==> src/rtl/cdr_pkg.sv <==
// cdr_pkg: shared widths and encodings for the bit clock recovery block
package cdr_pkg;
  localparam int CNT_LEN_DEF    = 32;
  localparam int STABLE_LEN_DEF = 8;
  localparam int GLITCH_W       = 16;
  typedef enum logic {MODE_HALF = 1'b0, MODE_FULL = 1'b1} mode_e;
endpackage

==> src/rtl/bit_clock_recovery_v2_if.sv <==
// bit_clock_recovery_v2_if: serial input, control keys and recovery results
// master drives signal/mode/invert_n/clear_n; slave (the recovery core) returns
// clk_rec, bit_period, locked, data_out, data_valid and glitch_cnt
interface bit_clock_recovery_v2_if import cdr_pkg::*; #(parameter int CNT_LEN = CNT_LEN_DEF);
  logic                signal, mode, invert_n, clear_n;
  logic                clk_rec, locked, data_out, data_valid;
  logic [CNT_LEN-1:0]  bit_period;
  logic [GLITCH_W-1:0] glitch_cnt;
  modport master (output signal, mode, invert_n, clear_n,
                  input  clk_rec, bit_period, locked, data_out, data_valid, glitch_cnt);
  modport slave  (input  signal, mode, invert_n, clear_n,
                  output clk_rec, bit_period, locked, data_out, data_valid, glitch_cnt);
endinterface

==> src/rtl/sig_edge_sync.sv <==
// sig_edge_sync: STAGES-deep synchroniser plus change detector
// clk/rst: clock and async active-high reset; din: asynchronous input
// sync_q: synchronised level; edge_det: sync_q differs from its previous value
// IDLE is the reset level of every flop, so idle-high keys report no edge out of reset
module sig_edge_sync #(
  parameter int   STAGES = 2,
  parameter logic IDLE   = 1'b0
) (
  input  logic clk,
  input  logic rst,
  input  logic din,
  output logic sync_q,
  output logic edge_det
);
  logic [STAGES-1:0] chain_q, chain_d;
  logic              prev_q;
  always_comb begin
    chain_d  = (chain_q << 1) | STAGES'(din);
    sync_q   = chain_q[STAGES-1];
    edge_det = sync_q != prev_q;
  end
  always_ff @(posedge clk or posedge rst)
    if (rst) begin
      chain_q <= {STAGES{IDLE}};
      prev_q  <= IDLE;
    end else begin
      chain_q <= chain_d;
      prev_q  <= sync_q;
    end
endmodule

==> src/rtl/bit_clock_recovery_v2.sv <==
// bit_clock_recovery_v2: min-interval bit period tracker with recovered clock and mid-bit sampler
// clk_300M/rst: base clock and async active-high reset
// bus (slave): signal/mode/invert_n/clear_n in; clk_rec, bit_period, locked,
// data_out, data_valid, glitch_cnt out
module bit_clock_recovery_v2 import cdr_pkg::*; #(
  parameter int CNT_LEN       = CNT_LEN_DEF,
  parameter int STABLE_LEN    = STABLE_LEN_DEF,
  parameter int SYNC_STAGES   = 2,
  parameter int MIN_PERIOD    = 4,
  parameter int INIT_PERIOD   = 801,
  parameter int LOCK_EDGES    = 16,
  parameter int TIMEOUT_SHIFT = 4
) (
  input logic clk_300M,
  input logic rst,
  bit_clock_recovery_v2_if.slave bus
);
  localparam int                 LW       = $clog2(LOCK_EDGES + 1);
  localparam logic [CNT_LEN-1:0] CNT_MAX  = '1;
  localparam logic [CNT_LEN-1:0] MIN_P    = CNT_LEN'(MIN_PERIOD);
  localparam logic [CNT_LEN-1:0] INIT_P   = CNT_LEN'(INIT_PERIOD);
  localparam logic [LW-1:0]      LOCK_MAX = LW'(LOCK_EDGES);
  logic                  sync_q, sig_edge, inv_lvl, inv_edge, clr_lvl, clr_edge;
  logic                  clr, glitch, valid, wrap;
  logic [CNT_LEN-1:0]    span, tmo_lim, half;
  logic [CNT_LEN-1:0]    interval_q, interval_d, bit_period_q, bit_period_d, bit_cnt_q, bit_cnt_d;
  logic [STABLE_LEN-1:0] stable_cnt_q, stable_cnt_d;
  logic [LW-1:0]         lock_cnt_q, lock_cnt_d;
  logic [GLITCH_W-1:0]   glitch_cnt_q, glitch_cnt_d;
  logic                  locked_q, locked_d, clk_rec_q, clk_rec_d, tgl_q, tgl_d;
  logic                  data_out_q, data_out_d, data_valid_q, data_valid_d, phase_inv_q, phase_inv_d;
  sig_edge_sync #(.STAGES(SYNC_STAGES), .IDLE(1'b0)) u_sig (
    .clk(clk_300M), .rst(rst), .din(bus.signal), .sync_q(sync_q), .edge_det(sig_edge));
  sig_edge_sync #(.STAGES(1), .IDLE(1'b1)) u_inv (
    .clk(clk_300M), .rst(rst), .din(bus.invert_n), .sync_q(inv_lvl), .edge_det(inv_edge));
  sig_edge_sync #(.STAGES(1), .IDLE(1'b1)) u_clr (
    .clk(clk_300M), .rst(rst), .din(bus.clear_n), .sync_q(clr_lvl), .edge_det(clr_edge));
  always_comb begin
    // interval_q holds elapsed cycles minus one, so span is the true edge-to-edge distance
    span         = (interval_q == CNT_MAX) ? interval_q : interval_q + 1'b1;
    tmo_lim      = ((bit_period_q >> (CNT_LEN - TIMEOUT_SHIFT)) != '0) ? CNT_MAX : bit_period_q << TIMEOUT_SHIFT;
    half         = bit_period_q >> 1;
    clr          = clr_edge & ~clr_lvl;
    glitch       = sig_edge & (span < MIN_P);
    valid        = sig_edge & ~glitch;
    wrap         = valid || (bit_cnt_q >= bit_period_q - 1'b1);
    interval_d   = valid ? '0 : span;
    bit_period_d = bit_period_q;
    stable_cnt_d = stable_cnt_q;
    lock_cnt_d   = lock_cnt_q;
    locked_d     = locked_q;
    if (valid && span < bit_period_q) begin
      bit_period_d = span;
      stable_cnt_d = '0;
      lock_cnt_d   = '0;
      locked_d     = 1'b0;
    end else if (valid) begin
      stable_cnt_d = stable_cnt_q + 1'b1;
      lock_cnt_d   = (lock_cnt_q == LOCK_MAX) ? lock_cnt_q : lock_cnt_q + 1'b1;
      // a long run of edges never shorter than the estimate lets the period creep up by one
      if (&stable_cnt_d) begin
        bit_period_d = (bit_period_q == CNT_MAX) ? bit_period_q : bit_period_q + 1'b1;
        stable_cnt_d = '0;
      end
      if (lock_cnt_d == LOCK_MAX) locked_d = 1'b1;
    end else if (span >= tmo_lim) begin
      locked_d   = 1'b0;
      lock_cnt_d = '0;
    end
    bit_cnt_d    = wrap ? '0 : bit_cnt_q + 1'b1;
    tgl_d        = tgl_q ^ wrap;
    clk_rec_d    = ((mode_e'(bus.mode) == MODE_FULL) ? tgl_d : (bit_cnt_d >= half)) ^ phase_inv_q;
    data_valid_d = locked_q && (bit_cnt_d == half);
    data_out_d   = data_valid_d ? sync_q : data_out_q;
    glitch_cnt_d = (glitch && !(&glitch_cnt_q)) ? glitch_cnt_q + 1'b1 : glitch_cnt_q;
    phase_inv_d  = phase_inv_q ^ (inv_edge & ~inv_lvl);
    // re-acquire restarts tracking but keeps the glitch tally and phase choice
    if (clr) begin
      interval_d   = '0;
      bit_period_d = INIT_P;
      stable_cnt_d = '0;
      lock_cnt_d   = '0;
      locked_d     = 1'b0;
      bit_cnt_d    = '0;
      tgl_d        = 1'b0;
      clk_rec_d    = 1'b0;
      data_valid_d = 1'b0;
      data_out_d   = 1'b0;
    end
  end
  always_ff @(posedge clk_300M or posedge rst)
    if (rst) begin
      interval_q   <= '0;
      bit_period_q <= INIT_P;
      bit_cnt_q    <= '0;
      stable_cnt_q <= '0;
      lock_cnt_q   <= '0;
      glitch_cnt_q <= '0;
      locked_q     <= 1'b0;
      clk_rec_q    <= 1'b0;
      tgl_q        <= 1'b0;
      data_out_q   <= 1'b0;
      data_valid_q <= 1'b0;
      phase_inv_q  <= 1'b0;
    end else begin
      interval_q   <= interval_d;
      bit_period_q <= bit_period_d;
      bit_cnt_q    <= bit_cnt_d;
      stable_cnt_q <= stable_cnt_d;
      lock_cnt_q   <= lock_cnt_d;
      glitch_cnt_q <= glitch_cnt_d;
      locked_q     <= locked_d;
      clk_rec_q    <= clk_rec_d;
      tgl_q        <= tgl_d;
      data_out_q   <= data_out_d;
      data_valid_q <= data_valid_d;
      phase_inv_q  <= phase_inv_d;
    end
  assign bus.clk_rec    = clk_rec_q;
  assign bus.bit_period = bit_period_q;
  assign bus.locked     = locked_q;
  assign bus.data_out   = data_out_q;
  assign bus.data_valid = data_valid_q;
  assign bus.glitch_cnt = glitch_cnt_q;
endmodule

==> src/flat_wrapper.sv <==
// flat-port wrapper written by rule: the top's interface ports become plain ports
module bit_clock_recovery_v2_flat import cdr_pkg::*;
#(
  parameter int CNT_LEN       = CNT_LEN_DEF,
  parameter int STABLE_LEN    = STABLE_LEN_DEF,
  parameter int SYNC_STAGES   = 2,
  parameter int MIN_PERIOD    = 4,
  parameter int INIT_PERIOD   = 801,
  parameter int LOCK_EDGES    = 16,
  parameter int TIMEOUT_SHIFT = 4
)
  (clk_300M, rst, bus_signal, bus_mode, bus_invert_n, bus_clear_n, bus_clk_rec, bus_bit_period, bus_locked, bus_data_out, bus_data_valid, bus_glitch_cnt);
  bit_clock_recovery_v2_if #(.CNT_LEN(CNT_LEN)) bus_i ();
  input logic clk_300M;
  input logic rst;
  input wire logic [$bits(bus_i.signal)-1:0] bus_signal;
  input wire logic [$bits(bus_i.mode)-1:0] bus_mode;
  input wire logic [$bits(bus_i.invert_n)-1:0] bus_invert_n;
  input wire logic [$bits(bus_i.clear_n)-1:0] bus_clear_n;
  output wire logic [$bits(bus_i.clk_rec)-1:0] bus_clk_rec;
  output wire logic [$bits(bus_i.bit_period)-1:0] bus_bit_period;
  output wire logic [$bits(bus_i.locked)-1:0] bus_locked;
  output wire logic [$bits(bus_i.data_out)-1:0] bus_data_out;
  output wire logic [$bits(bus_i.data_valid)-1:0] bus_data_valid;
  output wire logic [$bits(bus_i.glitch_cnt)-1:0] bus_glitch_cnt;
  assign bus_i.signal = bus_signal;
  assign bus_i.mode = bus_mode;
  assign bus_i.invert_n = bus_invert_n;
  assign bus_i.clear_n = bus_clear_n;
  assign bus_clk_rec = bus_i.clk_rec;
  assign bus_bit_period = bus_i.bit_period;
  assign bus_locked = bus_i.locked;
  assign bus_data_out = bus_i.data_out;
  assign bus_data_valid = bus_i.data_valid;
  assign bus_glitch_cnt = bus_i.glitch_cnt;
  bit_clock_recovery_v2 #(.CNT_LEN(CNT_LEN), .STABLE_LEN(STABLE_LEN), .SYNC_STAGES(SYNC_STAGES), .MIN_PERIOD(MIN_PERIOD), .INIT_PERIOD(INIT_PERIOD), .LOCK_EDGES(LOCK_EDGES), .TIMEOUT_SHIFT(TIMEOUT_SHIFT)) u_core (.clk_300M(clk_300M), .rst(rst), .bus(bus_i));
endmodule
==> config.mk <==
export PLATFORM = sky130hd
export DESIGN_NAME = bit_clock_recovery_v2_flat
export DESIGN_NICKNAME = d
export VERILOG_FILES = /design/src/rtl/cdr_pkg.sv /design/src/rtl/bit_clock_recovery_v2_if.sv /design/src/rtl/sig_edge_sync.sv /design/src/rtl/bit_clock_recovery_v2.sv /design/src/flat_wrapper.sv
export SDC_FILE = /design/constraint.sdc
export NUM_CORES = 1
export LEC_CHECK = 0
export CAP_MARGIN = 20
export CORE_ASPECT_RATIO = 1.75
export CORE_MARGIN = 2
export CORE_UTILIZATION = 32
export DETAILED_ROUTE_END_ITERATION = 12
export DONT_BUFFER_PORTS = 1
export HOLD_SLACK_MARGIN = 0.08
export MAX_ROUTING_LAYER = met4
export PLACE_DENSITY = 0.46
export SLEW_MARGIN = 20
export SYNTH_ARGS = -nofsm -noshare
export SYNTH_HDL_FRONTEND = slang
export SYNTH_SLANG_ARGS = --single-unit
==> constraint.sdc <==
create_clock -name clk_300M -period 10.7 [get_ports clk_300M]
set_clock_uncertainty 0.05 [all_clocks]
set_input_delay 1.605 -clock clk_300M [delete_from_list [all_inputs] [get_ports clk_300M]]
set_output_delay 1.605 -clock clk_300M [all_outputs]
set_load 0.1 [all_outputs]
==> reports/metrics.cfg, run 1 <==
[outcome]
outcome=complete, no violations

[cts]
ctsResizeCount=0
cts_hold_buffers=0
cts.clk_slew.worst_paths_ns=0.07
root_buffer=clkbuf_16
post_cts_buffers=0
insertion_delay_ns=0.46
cts_tree=done
clock-sinks=138
clockBufferDepth=2
cts_max_level=4
cts-buffers-inserted=17

[critical_path]
crit_family=simple AND/OR/NAND/NOR gates
crit_required_ns=10.99
cp_max_fo=33
cp_num_buf_inv=1
crit_path_max_incr_delay_ns=0.60
path_class=flip-flop to flip-flop
critPathSlowestCell=or4_1
cp.arrival_ns=7.47
start_kind=flip-flop
endpoint_kind=flip-flop

[routing]
drt_first_pass_iters=5
ant_nets=0
avgRoutedWirePerCell_um=20.54
drc=0
wirelength_mm=36.48
drt_iter0_drc=585
viasPerCell=5.471
vias=9716

[layout]
fin_nets=1440
area_delta_synth_final_pct=11.17
seq_area_sq_mm=0.003463
fill_cells=3622
multi_input_area_sq_mm=0.007308
drive_above_1_share_pct=7.857
diodes=0

[logic_synthesis]
netlist_area_sq_mm=0.01127
postSynthAreaPerCell_sq_um=8.689
ys.flop_type=dfrtp_1
ys_types=69
ys_warn_count=0
synth_top_area_share_pct=28.87
ys_top_cells_by_area=dfrtp_1 (29%), ha_1 (15%), nor2_1 (6.4%), xnor2_1 (4.8%), xor2_1 (3.3%)
synth_seq_cells=138
ys_async_sr_fraction_pct=100.0
syn_inst=1297
synth_top_cell_by_area=dfrtp_1
ys_seq_area_share_pct=30.73
synth_edf_count=0
synth_fp_nets=1438

[global_route]
grt-ovfl-total=0
track_usage_pct=20.79
grt_pass1_wl_mm=57.29
grt_max_degree=75
grt_pass1_vias=9987
grt_antenna_before_repair=0

[timing]
max-slew-margin-rel_pct=25.06
hold_viol_final=0
rsz0062_at_grt=false
tightest_slew_ns=1.124
holdWs_ns=0.2972
setup_viol=0
finalSetupTns_ns=0
fmax_mhz=139.3
worst_slack_ns=3.523
period_minus_slack_ns=7.177
slew_viol_final=0
fin_crit_sh_pct=67.08

[min_path]
hold_class=flip-flop to flip-flop

[placed_design]
portBuffers=0
place_ws_ns=3.532
hpwlAfterDp_mm=28.18
gp_congestion=0.8808

[die]
die_x_um=145.9
io_pins=58
core_sq_mm=0.03495
rows=91
start_util_pct=32.24
dieHeight_um=252.3
die_area_sq_mm=0.03679

[power]
power.leakage_nw=5.987
power_density_mw_per_mm2=158.4
peakVddDrop_mv=0.1064

[run]
maxCapViolations=0

layer usage:
| metal | vias to the layer above | wire length (um) | GRT usage (%) |
|---|---|---|---|
| met4 | 0 | 1814 | 10.87 |
| met3 | 69 | 1152 | 2.780 |
| li1 | 4675 | - | - |
| met1 | 4759 | 13670 | 21.27 |
| met2 | 213 | 19840 | 38.44 |
| met5 | - | 0 | - |
layout make-up:
type | count | share of cell area, %
Tap cell | 465 | 4.644
Clock inverter | 10 | 1.129
Timing Repair Buffer | 40 | 2.657
Inverter | 60 | 1.838
Multi-Input combinational cell | 1042 | 58.33
Clock buffer | 21 | 3.755
Sequential cell | 138 | 27.64
cell usage in the layout (no fill, tap or decap), types with 36 or more instances in the layout:
master,n
nor2_1,191
ha_1,135
dfrtp_1,130
nand2_1,63
xnor2_1,62
inv_1,56
nand4_1,53
nand3_1,51
a21oi_1,46
a21o_1,46
xor2_1,43
buf_4,36
worst paths after layout:
kind                                                end                startpoint  cells after the start  slack [ns]
worst max-delay path                 u_core.bus.clk_rec  u_core.bus.bit_period[5]                     30        3.52
worst min-delay path            u_core.u_sig.chain_q[1]   u_core.u_sig.chain_q[0]                      0        0.30
worst max register to register       u_core.bus.clk_rec  u_core.bus.bit_period[5]                     30        3.52
worst min register to register  u_core.u_sig.chain_q[1]   u_core.u_sig.chain_q[0]                      0        0.30
max in group asynchronous         u_core.interval_q[27]                       rst                      2        8.17
min in group asynchronous       u_core.u_sig.chain_q[0]                       rst                      1        1.07
worst register-to-register path: cells and delay by family (launching register included):
kind	cells	cell delay, ns
multiplexers	1	0.13
AO/OA/AOI/OAI	12	2.07
adder cells (fa/ha/maj)	2	0.58
flip-flops	1	0.57
XOR/XNOR	1	0.09
buffers and inverters	1	0.25
AND/OR/NAND/NOR	13	3.30
stage by stage:
| step | cell area, sq um | power [mW] | util [%] | std cells |
|---|---|---|---|---|
| 2_1_floorplan | 11270 | 1.188 | - | 1297 |
| 3_3_place_gp | 11850 | 1.354 | 33.91 | 1741 |
| 3_5_place_dp | 11890 | 1.359 | 34.00 | 1743 |
| 4_1_cts | 12500 | 2.007 | 35.75 | 1774 |
| 5_1_grt | 12530 | 2.085 | 35.84 | 1776 |
| 6_report | 12530 | 1.985 | 35.84 | 1776 |
cells by family (layout without fill, tap and decap cells):
family                   count (synthesis)  in the layout  share of synthesized area, %
buffers and inverters                  117            131                         4.441
AND/OR/NAND/NOR                        537            537                         24.54
XOR/XNOR                               105            105                         8.160
multiplexers                            30             30                         2.709
adder cells (fa/ha/maj)                135            135                         14.99
AO/OA/AOI/OAI                          235            235                         14.43
flip-flops                             138            138                         30.73
registers in the layout, indices dropped and copies added (netlist names), 2 cells and up:
signal,count
u_core.bit_cnt_q,32
u_core.bus.bit_period,32
u_core.bus.glitch_cnt,16
u_core.interval_q,32
u_core.lock_cnt_q,5
u_core.stable_cnt_q,8
u_core.u_sig.chain_q,2
synthesized netlist by cell type (all sizes together) (3+ instances only):
master and instances:
clkbuf 36, and4 12, dfrtp 130, nand2b 17
and2 3, inv 59, a21o 46, a2111oi 4
a211oi 11, xor2 43, a31o 19, nand2 63
nor4 17, xnor2 62, o21a 8, nor3 35
a21oi 46, nor2b 33, o22ai 32, dfstp 8
mux2i 26, or2 7, nor2 192, ha 135
mux2 4, nand3 51, and3 19, buf 21
or3 18, a32oi 4, or4 8, nand4 57
a31oi 10, o21ai 33
power by group:
| group | internal, mW | switching, mW | leakage (nW) |
|---|---|---|---|
| sequential | 0.563 | 0.193 | 1.87 |
| combinational | 0.204 | 0.387 | 3.83 |
| clock | 0.384 | 0.255 | 0.284 |
| total | 1.15 | 0.834 | 5.99 |
Note: power is estimated with default switching activity, not from simulation.
==> run 2: changes to the inputs <==
==> constraint.sdc (replaced) <==
create_clock -name clk_300M -period 7 [get_ports clk_300M]
set_clock_uncertainty 0.05 [all_clocks]
set_input_delay 1.05 -clock clk_300M [delete_from_list [all_inputs] [get_ports clk_300M]]
set_output_delay 1.05 -clock clk_300M [all_outputs]
set_load 0.1 [all_outputs]
==> run 2 against run 1 <==
Net effect:
- clock-buffer cell count fell by 3
- power up 51%
- fmax up 10%
- sequential power grew 43%
- via count is 0.37% lower
- final cell count grew 1.4%
- register-to-register slack got worse by 3.0 ns
- first-iteration DRC count down 20%
- clock power is 42% higher
- sequential cell count is the same
- global-route usage down 0.053 points
- largest cell class unchanged
- highest routed layer unchanged
==> reports/metrics.cfg, run 2 (synthesized netlist as in run 1, its figures left out) <==
[global_route]
track_usage_pct=20.74
met3_usage_pct=2.870
use_met2_pct=38.33
grt_pass1_vias=9888
met1_usage_pct=21.07
grt-ovfl-total=0
grt_pass1_wl_mm=56.88
grt-busiest-layer=met2
grt_antenna_before_repair=0
grt_max_degree=73

[die]
start_util_pct=32.24
dieHeight_um=252.3
die_area_sq_mm=0.03679
core_sq_mm=0.03495
die_x_um=145.9
io_pins=58
rows=91

[critical_path]
endpoint_kind=flip-flop
r2r_cells=30
cp_max_fo=27
crit_top_cell=a21o_1
critPathSlowestCell=or4_1
crit_required_ns=7.29
cp.arrival_ns=6.79
start_kind=flip-flop
crit_path_max_incr_delay_ns=0.59
path_class=flip-flop to flip-flop

[outcome]
outcome=complete, no violations

[layout]
final_common_cell=nor2_1
area_delta_synth_final_pct=12.46
fin_util_pct=36.26
fin_nets=1464
drive_above_1_share_pct=10.03
layout_common_cells=nor2_1 (191), ha_1 (135), dfrtp_1 (130)
diodes=0
instances_no_fill=1801
fill_cells=3622

[min_path]
hold_class=flip-flop to flip-flop
hold-path-cell-count=0

[power]
p_total_mw=2.993
peakVddDrop_mv=0.2216
power_density_mw_per_mm2=236.2
switching_share_pct=43.07
p_switching_mw=1.289
power.internal_mw=1.704
power.leakage_nw=6.094
clkPwrFrac_pct=30.4
pwr-share-comb_pct=33.5
p_seq_share_pct=36.1

[timing]
slew_viol_final=0
period_minus_slack_ns=6.508
fmax_mhz=153.7
hold_viol_final=0
fin_crit_sh_pct=92.98
rsz0062_at_grt=false
finalSetupTns_ns=0
max-slew-margin-rel_pct=26.87
tightest_slew_ns=1.097
setup_viol=0

[routing]
drt_first_pass_iters=5
vias=9680
viasPerCell=5.375
drc=0
ant_nets=0
drt_iter0_drc=470
avgRoutedWirePerCell_um=19.98
wirelength_mm=35.99

[cts]
cts_max_level=4
cts-buffers-inserted=17
cts_tree=done
post_cts_buffers=0
clock-sinks=138
root_buffer=clkbuf_16
cts.clk_slew.worst_paths_ns=0.07
clockBufferDepth=2
insertion_delay_ns=0.46

[run]
maxCapViolations=0

[placed_design]
portBuffers=0
gp_congestion=0.9078
hpwlAfterDp_mm=28.53
dpl.cell_count=1769

run 2: worst max-delay path, delay by kind of cell (launching register included):
kind,cells,cell delay (ns)
xor gates and xnor gates,1,0.10
DFF,1,0.39
buffers and inverters,1,0.19
muxes,1,0.13
AOI/OAI and AO/OA,12,2.02
and+or+nand+nor,13,2.91
adders and majority gates,2,0.59
run 2: layout make-up:
cell class              instances  area, sq um  share of cell area, %
flip-flops and latches        138         3463                  27.33
multi-input cells            1042         7326                  57.80
clock buffers                  18        439.2                  3.465
well taps                     465        581.8                  4.591
inverters                      60        230.2                  1.817
repair buffers                 64        493.0                  3.890
clock inverters                14        140.1                  1.106
run 2: path summary, 6_finish.rpt:
kind | start | end | slack, ns
max in group asynchronous | rst | u_core.interval_q[26] | 5.00
setup reg to reg | u_core.bus.bit_period[3] | u_core.bus.clk_rec | 0.49
hold reg to reg | u_core.u_sig.chain_q[0] | u_core.u_sig.chain_q[1] | 0.30
hold / removal | u_core.u_sig.chain_q[0] | u_core.u_sig.chain_q[1] | 0.30
setup / recovery | u_core.bus.bit_period[3] | u_core.bus.clk_rec | 0.49
min in group asynchronous | rst | u_core.u_sig.chain_q[0] | 0.50
run 2: what timing repair did:
item	CTS	global route
gates resized for setup	0	4
endpoints found under the setup margin	0	2
hold buffers	0	0
run 2: routing by layer:
layer	vias up	share of wire, %
li1	4749	-
met1	4645	38
met2	214	54
met3	72	3.4
met4	0	5.1
met5	-	0
run 2: through the flow:
stage | cell area, sq um | setup slack [ns] | hold slack, ns
global placement | 12080 | 0.3686 | 0.2829
global route | 12670 | 0.02164 | 0.3104
floorplan | 11270 | 0.3295 | 0.2812
finish | 12670 | 0.4917 | 0.2974
CTS | 12660 | 0.1578 | 0.3003
detailed placement | 12080 | 0.2005 | 0.2862
run 2: power by group through the flow:
stage | clock (mW) | sequential [mW] | combinational (mW)
CTS | 0.932 | 1.08 | 1.02
global placement | 0 | 1.09 | 1.01
global route | 0.964 | 1.09 | 1.11
detailed placement | 0 | 1.09 | 1.01
floorplan | 0 | 1.16 | 0.652
finish | 0.909 | 1.08 | 1.00
